File: config.mk
export PLATFORM = sky130hd
export DESIGN_NAME = bbox_tracker
export DESIGN_NICKNAME = d
export VERILOG_FILES = /design/src/rtl/bbox_tracker.sv
export SDC_FILE = /design/constraint.sdc
export NUM_CORES = 1
export LEC_CHECK = 0
export CORE_ASPECT_RATIO = 0.5
export CORE_MARGIN = 2
export CORE_UTILIZATION = 54
export DETAILED_ROUTE_END_ITERATION = 16
export GPL_ROUTABILITY_DRIVEN = 0
export HOLD_SLACK_MARGIN = 0.05
export PLACE_DENSITY = 0.79
export SYNTH_ARGS = -nofsm -noshare
export SYNTH_HDL_FRONTEND = slang
export SYNTH_SLANG_ARGS = --single-unit
File: constraint.sdc
create_clock -name clk -period 3 [get_ports clk]
set_clock_uncertainty 0.2 [all_clocks]
set_input_delay 0.75 -clock clk [delete_from_list [all_inputs] [get_ports clk]]
set_output_delay 0.75 -clock clk [all_outputs]
set_load 0.005 [all_outputs]
File: src/rtl/bbox_tracker.sv
// ---------------------------------------------------------------------------
// bbox_tracker
//   Watches a raster pixel stream and tracks the bounding box of foreground
//   pixels over one frame. At frame end it presents the box to the image
//   header writer, pulses hdr_start, and then waits for hdr_done before it
//   accepts another frame.
//
// Ports
//   clk, rst_n              clock, synchronous active-low reset
//   frame_start, frame_end  1-cycle frame delimiters
//   pix_valid/x/y/fg        pixel stream (fg = foreground)
//   xMin,xMax,yMin,yMax     box presented to the header writer
//   hdr_start               1-cycle start pulse to the header writer
//   hdr_done                header writer done (level)
//   busy                    high whenever not idle
//   bbox_valid              1-cycle pulse: header write for this frame done
//   bbox_empty              last launched frame had no foreground pixels
//   frame_drop              1-cycle pulse: a frame_start was ignored
// ---------------------------------------------------------------------------
module bbox_tracker #(
  parameter int COORD_W = 11,
  parameter int X_RES   = 640,
  parameter int Y_RES   = 480
) (
  input  logic               clk,
  input  logic               rst_n,
  input  logic               frame_start,
  input  logic               frame_end,
  input  logic               pix_valid,
  input  logic [COORD_W-1:0] pix_x,
  input  logic [COORD_W-1:0] pix_y,
  input  logic               pix_fg,
  output logic [COORD_W-1:0] xMin,
  output logic [COORD_W-1:0] xMax,
  output logic [COORD_W-1:0] yMin,
  output logic [COORD_W-1:0] yMax,
  output logic               hdr_start,
  input  logic               hdr_done,
  output logic               busy,
  output logic               bbox_valid,
  output logic               bbox_empty,
  output logic               frame_drop
);

  localparam logic [COORD_W-1:0] X_LIM = COORD_W'(X_RES);
  localparam logic [COORD_W-1:0] Y_LIM = COORD_W'(Y_RES);

  typedef enum logic [2:0] {
    S_IDLE,
    S_TRACK,
    S_LAUNCH,
    S_WAIT,
    S_DONE
  } state_t;

  state_t r_state;
  state_t w_next;

  logic [COORD_W-1:0] r_xmin;
  logic [COORD_W-1:0] r_xmax;
  logic [COORD_W-1:0] r_ymin;
  logic [COORD_W-1:0] r_ymax;
  logic               r_fg_seen;
  logic [1:0]         r_wait_cnt;

  logic [COORD_W-1:0] r_xmin_out;
  logic [COORD_W-1:0] r_xmax_out;
  logic [COORD_W-1:0] r_ymin_out;
  logic [COORD_W-1:0] r_ymax_out;
  logic               r_empty;
  logic               r_hdr_start;
  logic               r_frame_drop;

  logic w_pix_hit;
  logic w_wait_armed;

  assign w_pix_hit = (r_state == S_TRACK) && pix_valid && pix_fg &&
                     (pix_x < X_LIM) && (pix_y < Y_LIM);

  // hdr_done is only honoured from the third WAIT cycle on, so a done left
  // high by the writer from the previous frame cannot end this one early.
  assign w_wait_armed = (r_wait_cnt == 2'd2);

  // State register
  always_ff @(posedge clk) begin
    if (!rst_n) begin
      r_state <= S_IDLE;
    end else begin
      r_state <= w_next;
    end
  end

  // Next-state logic
  always_comb begin
    w_next = r_state;
    case (r_state)
      S_IDLE:   if (frame_start) w_next = S_TRACK;
      S_TRACK:  if (frame_end) w_next = S_LAUNCH;
      S_LAUNCH: w_next = S_WAIT;
      S_WAIT:   if (w_wait_armed && hdr_done) w_next = S_DONE;
      S_DONE:   w_next = S_IDLE;
      default:  w_next = S_IDLE;
    endcase
  end

  // Output logic decoded from state
  always_comb begin
    busy       = (r_state != S_IDLE);
    bbox_valid = (r_state == S_DONE);
  end

  // Tracking registers; the pixel on the frame_end cycle is still in TRACK
  // and is therefore folded in before LAUNCH reads these registers.
  always_ff @(posedge clk) begin
    if (!rst_n) begin
      r_xmin    <= '1;
      r_xmax    <= '0;
      r_ymin    <= '1;
      r_ymax    <= '0;
      r_fg_seen <= 1'b0;
    end else if ((r_state == S_IDLE) && frame_start) begin
      r_xmin    <= '1;
      r_xmax    <= '0;
      r_ymin    <= '1;
      r_ymax    <= '0;
      r_fg_seen <= 1'b0;
    end else if (w_pix_hit) begin
      if (pix_x < r_xmin) r_xmin <= pix_x;
      if (pix_x > r_xmax) r_xmax <= pix_x;
      if (pix_y < r_ymin) r_ymin <= pix_y;
      if (pix_y > r_ymax) r_ymax <= pix_y;
      r_fg_seen <= 1'b1;
    end
  end

  // WAIT-cycle counter, saturating once done becomes eligible
  always_ff @(posedge clk) begin
    if (!rst_n) begin
      r_wait_cnt <= '0;
    end else if (r_state != S_WAIT) begin
      r_wait_cnt <= '0;
    end else if (!w_wait_armed) begin
      r_wait_cnt <= r_wait_cnt + 2'd1;
    end
  end

  // Registered outputs: the box is loaded on the same edge that raises
  // hdr_start, so it is stable for the whole start cycle and afterwards.
  always_ff @(posedge clk) begin
    if (!rst_n) begin
      r_xmin_out   <= '0;
      r_xmax_out   <= '0;
      r_ymin_out   <= '0;
      r_ymax_out   <= '0;
      r_empty      <= 1'b0;
      r_hdr_start  <= 1'b0;
      r_frame_drop <= 1'b0;
    end else begin
      r_hdr_start  <= (r_state == S_LAUNCH);
      r_frame_drop <= frame_start && (r_state != S_IDLE);
      if (r_state == S_LAUNCH) begin
        if (r_fg_seen) begin
          r_xmin_out <= r_xmin;
          r_xmax_out <= r_xmax;
          r_ymin_out <= r_ymin;
          r_ymax_out <= r_ymax;
          r_empty    <= 1'b0;
        end else begin
          r_xmin_out <= '0;
          r_xmax_out <= '0;
          r_ymin_out <= '0;
          r_ymax_out <= '0;
          r_empty    <= 1'b1;
        end
      end
    end
  end

  assign xMin       = r_xmin_out;
  assign xMax       = r_xmax_out;
  assign yMin       = r_ymin_out;
  assign yMax       = r_ymax_out;
  assign bbox_empty = r_empty;
  assign hdr_start  = r_hdr_start;
  assign frame_drop = r_frame_drop;

endmodule

==> results.cfg, run 1 <==
[synthesis]
synth.net_count = 640
yosysTopAreaCell = dfxtp_1
yosys.area.top_type_share = 0.4028
syn_area_mm2 = 0.004821
synth_edf_count = 0
synth_area_leaders = dfxtp_1, ha_1, a21boi_0, nand3_1, nand2_1
synth_cell_types = 41
yosys_register_bits = 97
ys_seq_area_frac = 0.4028
synth_ff_type = dfxtp_1
syn_avg_cell_area_um2 = 8.487
syn-instance-count = 568
async_reset_ff_frac = 0
synth-warning-count = 0

[worst_setup_path]
critPathArrivalTime_ps = 2880
startpoint_type = primary input
rr_worst_depth = 7
cp_max_fo = 9
cp-end-kind = flip-flop
r2r-start = r_ymin[8]$_SDFFE_PP1P_
crit_required_ps = 3010
reg2reg_slack_ps = 600
criticalPathCategory = primary input to flip-flop
r2r-end = r_ymin[1]$_SDFFE_PP1P_

[min_path]
holdPathEnd = xMin[9]$_SDFFE_PN0P_
hp-start = xMin[9]$_SDFFE_PN0P_
hold_class = flip-flop to flip-flop
hold_depth = 2

[placement]
place_hpwl_um = 8074
portBuffers = 77

[detailed_routing]
wl_um = 11380
avgViaCountPerCell = 5.537
drt_first_pass_iters = 5
route.detailed.drc = 0
ant_nets = 0
avgRoutedWirePerCell_um = 14.45
drt-initial-drc-count = 267
vias = 4358

[timing]
report.final.slew_viol_count = 0
finalSetupViolCount = 0
relSlewSlack = 0.5750
worstMarginPinSlew_ps = 637.5
rsz0062_at_grt = no
holdWs_ps = 258.6
period_minus_slack_ps = 2870
finalCritPeriodShare = 0.9568
fmax_ghz = 0.3484
finalHoldViolCount = 0

[power]
power.total_mw = 2.842
p_leak_nw = 2.553
p_per_area_mw_per_mm2 = 450.2
ir_drop_v = 0.0003248

[floorplan]
die_y_um = 70.81
start_util = 0.5555
rows = 24
die-area_mm2 = 0.009745
ios = 78
die_w_um = 137.6
core_area_mm2 = 0.008678

[clock_tree]
cts_root_buf = clkbuf_16
cts_tree = built
clk_latency_ps = 340
clkTransAtPathRegs_ps = 60
cts.sink_count = 97
cts_buffer_depth = 2
cts_buffers = 9
cts_max_level = 3

[outcome]
status = completed

[finish]
antenna_cells = 0
area_delta_synth_final_pct = 30.94
drive_above_1_share = 0.09552
nets = 738

[job]
max-cap-violations = 0

[global_routing]
grt_max_degree = 60
grt_usage = 0.2494
antenna_found_initial = 0
grt_pass1_wl_um = 19350
grt_overflow = 0
first_global_vias = 4250
## logic make-up (layout without fill, tap and decap cells)
logic type	after synthesis	after routing	synth area share
xor+xnor	1	1	0.001817
simple gates	196	196	0.1965
mux	19	19	0.03945
buf+inv	77	179	0.06229
flops	97	97	0.4028
fa+ha+maj	43	43	0.1116
compound gates	135	135	0.1856
## area by class of cell
type | instances | area, um2
timing repair buffer | 118 | 1129
sequential | 97 | 1942
fill | 701 | 2366
tap | 117 | 146.4
clock buffer | 13 | 270.3
clock inverter | 2 | 60.06
inverter | 46 | 172.7
multi-input combinational | 394 | 2592
## through the flow
step	area [um2]	instances	setup slack, ps	setup TNS, ps	util
CTS	6304	786	89.99	0	0.7264
floorplan	4821	568	318.7	0	-
global route	6312	787	29.32	0	0.7274
global placement	5961	771	-316.4	-6427	0.6869
detailed placement	5961	771	-437.7	-7928	0.6869
finish	6312	787	129.7	0	0.7274
## how the worst max path moves through the flow
stage | from | endpoint | depth (start not counted)
floorplan | pix_y[2] | r_ymax[0]$_SDFFE_PP0P_ | 6
global placement | pix_x[4] | r_xmax[4]$_SDFFE_PP0P_ | 7
detailed placement | pix_x[4] | r_xmax[9]$_SDFFE_PP0P_ | 7
CTS | pix_x[4] | r_xmax[8]$_SDFFE_PP0P_ | 7
global route | pix_y[8] | r_ymax[1]$_SDFFE_PP0P_ | 9
finish | pix_y[8] | r_ymin[1]$_SDFFE_PP1P_ | 7
## critical path, cell delays in order
cell and delay [ps]:
clkdlybuf4s50_1 440, ha_1 310, a21o_1 180, a21o_1 170
a2111o_1 430, a41o_1 400, mux2i_1 190
## where the power goes
part	internal (mW)	switching [mW]	total [mW]
clock network	0.794	0.472	1.27
registers	1.29	0.00765	1.30
logic	0.127	0.146	0.274
total	2.22	0.626	2.84
## state kept, by name (all words and copies together) (netlist names)
name,flops
r_xmin,11
bbox_empty,1
r_wait_cnt,2
r_state,3
hdr_start,1
yMin,11
r_xmax,11
r_ymax,11
r_ymin,11
r_fg_seen,1
xMin,11
frame_drop,1
yMax,11
xMax,11
## repair_timing
action | CTS | global route
resized for setup | 1 | 1
pin swaps | 0 | 1
setup endpoints to repair | 10 | 10
hold buffers | 0 | 0
buffers inserted | 0 | 1
hold endpoints to repair | 0 | 0
## cells in the mapped netlist (2+ instances only)
cell type and count:
nand2b_1 2, buf_1 4, nand3b_1 3, o21ai_0 32, mux2i_1 19, nor2_1 48
a211oi_1 6, a21oi_1 34, a2111o_1 3, inv_1 46, a41o_2 2, and2_1 2
clkbuf_1 25, nor2b_1 2, a21boi_0 44, nand2_1 53, and4_1 3, ha_1 43
a21o_1 4, nand4_1 8, a41oi_1 2, and3_1 4, nand3_1 65, dfxtp_1 97
## cell usage in the layout, fill, tap and decap left out, drive strengths merged, types with 2 or more instances in the layout
master,count
and4,3
nor2,48
nand3b,3
bufinv,2
nand3,65
a21oi,34
clkdlybuf4s50,77
nand4,9
a21boi,44
a211oi,6
a41o,3
a2111o,3
ha,43
nand2,53
and3,4
dfxtp,97
inv,46
nor2b,2
a41oi,3
a21o,4
a2111oi,3
o21ai,32
mux2i,19
nand2b,2
buf,41
clkbuf,13
and2,2
## routing by layer
metal	GRT usage	vias to the layer above	share of wire
met5	0	-	0
met4	0.07789	0	0.015
met3	0.05520	17	0.050
met2	0.4301	109	0.48
met1	0.3135	2055	0.46
li1	-	2177	-
Power figures use the tool's default switching activity.
==> run 2, diff against run 1 <==
==> config.mk (replaced) <==
export PLATFORM = sky130hd
export DESIGN_NAME = bbox_tracker
export DESIGN_NICKNAME = d
export VERILOG_FILES = /design/src/rtl/bbox_tracker.sv
export SDC_FILE = /design/constraint.sdc
export NUM_CORES = 1
export LEC_CHECK = 0
export CORE_ASPECT_RATIO = 1.25
export CORE_MARGIN = 2
export CORE_UTILIZATION = 40
export DETAILED_ROUTE_END_ITERATION = 16
export GPL_ROUTABILITY_DRIVEN = 0
export HOLD_SLACK_MARGIN = 0.05
export PLACE_DENSITY = 0.62
export SYNTH_ARGS = -nofsm -noshare
export SYNTH_HDL_FRONTEND = slang
export SYNTH_SLANG_ARGS = --single-unit
==> run 2 against run 1 <==
Against the previous run:
- first-iteration DRC count decreased by 31%
- clock-buffer cell count decreased by 3
- power decreased by 2.7%
- fmax decreased by 1.4%
- critical path depth decreased by 1
- critical endpoint is now r_ymin[6]$_SDFFE_PP1P_
- highest routed layer unchanged
==> results.cfg, run 2 (synthesis results as in run 1) <==
[global_routing]
grt_overflow = 0
first_global_vias = 4475
grt_pass1_wl_um = 20970
antenna_found_initial = 0
grt_usage = 0.2023
grt_max_degree = 60

[timing]
finalSetupViolCount = 0
timing.final.ws_setup_ps = 88.05
finalHoldViolCount = 0
relSlewSlack = 0.6466
finalCritPeriodShare = 0.9706
finalSetupTns_ps = 0
worstMarginPinSlew_ps = 530.1
rsz0062_at_grt = no
report.final.slew_viol_count = 0
period_minus_slack_ps = 2912
fmax_ghz = 0.3434

[worst_setup_path]
critPathTopFamily = compound AO/OA/AOI/OAI gates
cp_max_fo = 9
max_stage_delay_ps = 530
startpoint_type = primary input
critical_path.cell_chain = clkdlybuf4s50_1 > nor4b_4 > nand4_4 > a2111o_1 > a41o_1 > mux2i_1
crit_required_ps = 3000
criticalPathCategory = primary input to flip-flop
cp-end-kind = flip-flop
critPathArrivalTime_ps = 2920
critPathSlowestCell = clkdlybuf4s50_1
path_buf_inv = 1

[placement]
portBuffers = 77
placed_cell_area_mm2 = 0.005956
placed_cells = 812
place_hpwl_um = 9247
dp_slack_ps = -437.2

[floorplan]
core_area_mm2 = 0.01167
die-area_mm2 = 0.01295
die_y_um = 126.7
start_util = 0.4131
die_w_um = 102.2
rows = 44
ios = 78

[power]
pwr-share-seq = 0.470
power.internal_mw = 2.133
p_leak_nw = 2.517
clkPwrFrac = 0.432
p_sw_mw = 0.6325
power.total_mw = 2.765
p_sw_frac = 0.2287
p_per_area_mw_per_mm2 = 439.9
ir_drop_v = 0.0002346
power_frac_comb = 0.098

[clock_tree]
cts_max_level = 3
cts_tree = built
clk_latency_ps = 340
cts_buffers = 9
postCtsHoldBufs = 0
cts.sink_count = 97
cts_buffer_depth = 2
clkTransAtPathRegs_ps = 60
cts_root_buf = clkbuf_16

[job]
max-cap-violations = 0

[detailed_routing]
avgRoutedWirePerCell_um = 15.46
dr_wl_met2_um = 6819
top_layer = met4
drt-initial-drc-count = 184
met1_length_um = 5283
met3_length_um = 478
vias = 4423
ant_nets = 0
route.detailed.drc = 0
avgViaCountPerCell = 5.348
wl_um = 12790
drt_first_pass_iters = 5

[finish]
layout_common_cells = dfxtp_1, clkdlybuf4s50_1, nand3_1
drive_above_1_share = 0.09159
antenna_cells = 0
final_cell_count_no_fill = 827
area_delta_synth_final_pct = 30.39
layout_commonest_cell = dfxtp_1
multi_input_area_mm2 = 0.002603
final_cell_area_mm2 = 0.006286
seq_area_mm2 = 0.001942
fillerInstances = 1136
nets = 735

[outcome]
status = completed

[min_path]
hold_class = flip-flop to flip-flop
==> run 2: worst paths after layout <==
check	startpoint	endpoint	depth (start not counted)	slack [ps]
max	pix_x[10]	r_ymin[6]$_SDFFE_PP1P_	6	90
min	xMax[0]$_SDFFE_PN0P_	xMax[0]$_SDFFE_PN0P_	2	260
max reg2reg	r_ymin[8]$_SDFFE_PP1P_	r_ymin[6]$_SDFFE_PP1P_	7	600
min reg2reg	xMax[0]$_SDFFE_PN0P_	xMax[0]$_SDFFE_PN0P_	2	260
==> run 2: per-layer routing <==
layer  up-vias  GRT usage
li1       2172          -
met1      2136     0.2343
met2        98     0.3684
met3        17    0.04298
met4         0    0.05804
met5         -          0
==> run 2: final cells by class <==
| cell class | count | share of cell area |
|---|---|---|
| clock buffers | 10 | 0.03643 |
| clock inverters | 4 | 0.01115 |
| inverters | 46 | 0.02747 |
| multi-input cells | 394 | 0.4140 |
| flip-flops and latches | 97 | 0.3089 |
| well taps | 161 | 0.03205 |
| repair buffers | 115 | 0.1700 |
==> run 2: worst reg2reg max path, stage by stage, from the launching register on <==
cell and delay [ps]:
dfxtp_1 360, inv_1 50, ha_1 280, a21o_1 180, a21o_1 180, a2111o_1 420
a41o_1 400, mux2i_1 190
==> run 2: repair_timing <==
action | in CTS | in global routing
endpoints found under the setup margin | 10 | 20
setup buffers | 0 | 1
hold endpoints to repair | 0 | 0
pin swaps | 0 | 1
resized for setup | 1 | 3
==> run 2: power groups by stage <==
stage	clock, mW	combinational, mW	sequential, mW
5_1_grt	1.27	0.298	1.30
6_report	1.19	0.271	1.30
3_3_place_gp	0	0.259	1.33
2_1_floorplan	0	0.133	1.33
4_1_cts	1.22	0.269	1.30
3_5_place_dp	0	0.265	1.33
==> run 2: metrics by stage <==
step	utilization	hold slack, ps
after CTS	0.5370	267.0
after detailed placement	0.5103	257.9
after floorplan	-	241.5
after global routing	0.5386	289.6
final	0.5386	260.1
after global placement	0.5103	249.7
==> run 3, diff against run 2 <==
--- a/config.mk
+++ b/config.mk
@@ -5,7 +5,6 @@
 export SDC_FILE = /design/constraint.sdc
 export NUM_CORES = 1
 export LEC_CHECK = 0
-export CORE_ASPECT_RATIO = 1.25
 export CORE_MARGIN = 2
 export CORE_UTILIZATION = 40
 export DETAILED_ROUTE_END_ITERATION = 16
==> run 3 against run 2 <==
Against the previous run:
- final area up 0.20%
- via count down 1.9%
- utilization down 0.98 points
- hold slack worse by 0.85 ps
- sequential share of layout area down 0.061 points
- power down 0.85%
==> results.cfg, run 3 (synthesis results as in run 1) <==
[outcome]
status = completed

[detailed_routing]
wl_um = 12570
route.detailed.drc = 0
avgViaCountPerCell = 5.321
avgRoutedWirePerCell_um = 15.43
ant_nets = 0
drt-initial-drc-count = 229
vias = 4337
drt_first_pass_iters = 5

[finish]
nets = 736
fillerInstances = 1155
seq_area_mm2 = 0.001942
layout_common_cells = dfxtp_1, clkdlybuf4s50_1, nand3_1
final_cell_area_mm2 = 0.006299
multi_input_area_mm2 = 0.002603
layout_commonest_cell = dfxtp_1
antenna_cells = 0
drive_above_1_share = 0.09731
area_delta_synth_final_pct = 30.65

[power]
ir_drop_v = 0.0002516
power.total_mw = 2.742
p_leak_nw = 2.528
p_per_area_mw_per_mm2 = 435.3

[placement]
portBuffers = 77
placed_cell_area_mm2 = 0.005981
place_hpwl_um = 9189

[clock_tree]
cts_setup_buffers = 0
cts_buffers = 9
cts_max_level = 3
clk_latency_ps = 350
postCtsHoldBufs = 0
cts.sink_count = 97
cts_buffer_depth = 2
cts_tree = built
cts_root_buf = clkbuf_16
clkTransAtPathRegs_ps = 60

[timing]
worstMarginPinSlew_ps = 809.2
finalSetupTns_ps = 0
finalCritPeriodShare = 0.9601
relSlewSlack = 0.4592
rsz0062_at_grt = no
period_minus_slack_ps = 2880
report.final.slew_viol_count = 0
finalSetupViolCount = 0
fmax_ghz = 0.3472
finalHoldViolCount = 0

[floorplan]
die-area_mm2 = 0.01295
ios = 78
die_y_um = 113.8
start_util = 0.4047
core_area_mm2 = 0.01191
rows = 40
die_w_um = 113.8

[worst_setup_path]
startpoint_type = primary input
crit_required_ps = 3080
cp-end-kind = flip-flop
critPathArrivalTime_ps = 2960
critical_path.cell_chain = clkdlybuf4s50_1 > ha_1 > a211oi_1 > nor2_1 > a2111oi_2 > o31a_1 > buf_12 > mux2i_1
max_stage_delay_ps = 500
criticalPathCategory = primary input to flip-flop
critPathSlowestCell = clkdlybuf4s50_1
cp_max_fo = 9

[global_routing]
grt_overflow = 0
first_global_vias = 4283
grt_max_degree = 60
antenna_found_initial = 0
grt_pass1_wl_um = 20670
grt_usage = 0.2024

[job]
max-cap-violations = 0

[min_path]
hold_class = flip-flop to flip-flop
==> run 3: area by class of cell <==
class,instances,share of cell area
Timing Repair Buffer,116,0.1748
Tap cell,147,0.02920
Clock buffer,12,0.04072
Clock inverter,3,0.006357
Multi-Input combinational cell,394,0.4132
Sequential cell,97,0.3083
Inverter,46,0.02741
==> run 3: stage by stage <==
stage               cells  worst slack (ps)  utilization  hold slack [ps]
floorplan             568             318.7            -            241.5
global placement      800            -330.5       0.5021            246.9
detailed placement    800            -393.8       0.5021            254.9
CTS                   815             13.37       0.5280            263.9
global route          815            0.8604       0.5288            285.1
finish                815             119.6       0.5288            259.3
==> run 3: worst max-delay path: cells and delay by family <==
family | cells | cell delay (ps)
AO/OA/AOI/OAI | 3 | 870
adder cells (fa/ha/maj) | 1 | 360
buffers and inverters | 2 | 660
multiplexers | 1 | 190
AND/OR/NAND/NOR | 1 | 110
==> run 3: final timing paths <==
| kind | slack (ps) | end | start | cells past startpoint |
|---|---|---|---|---|
| setup / recovery | 120 | r_xmin[2]$_SDFFE_PP1P_ | pix_x[8] | 8 |
| hold / removal | 260 | yMin[6]$_SDFFE_PN0P_ | yMin[6]$_SDFFE_PN0P_ | 2 |
| setup reg to reg | 660 | r_xmin[2]$_SDFFE_PP1P_ | r_xmin[8]$_SDFFE_PP1P_ | 8 |
| hold reg to reg | 260 | yMin[6]$_SDFFE_PN0P_ | yMin[6]$_SDFFE_PN0P_ | 2 |
==> run 3: where the power goes <==
group	internal (mW)	switching (mW)	total [mW]	leakage, nW
combinational	0.123	0.150	0.273	1.60
sequential	1.29	0.00763	1.30	0.783
clock	0.685	0.483	1.17	0.148
total	2.10	0.641	2.74	2.53
==> run 3: what timing repair did <==
item | CTS | global route
gates resized for setup | 1 | 4
pin swaps | 0 | 1
cloned | 0 | 0
endpoints found under the setup margin | 10 | 21
==> run 3: metal layers <==
| layer | global-route usage | up-vias | part of all wire |
|---|---|---|---|
| li1 | - | 2177 | - |
| met1 | 0.2529 | 2057 | 0.45 |
| met2 | 0.3509 | 90 | 0.50 |
| met3 | 0.02550 | 13 | 0.037 |
| met4 | 0.08862 | 0 | 0.019 |
| met5 | 0 | - | 0 |
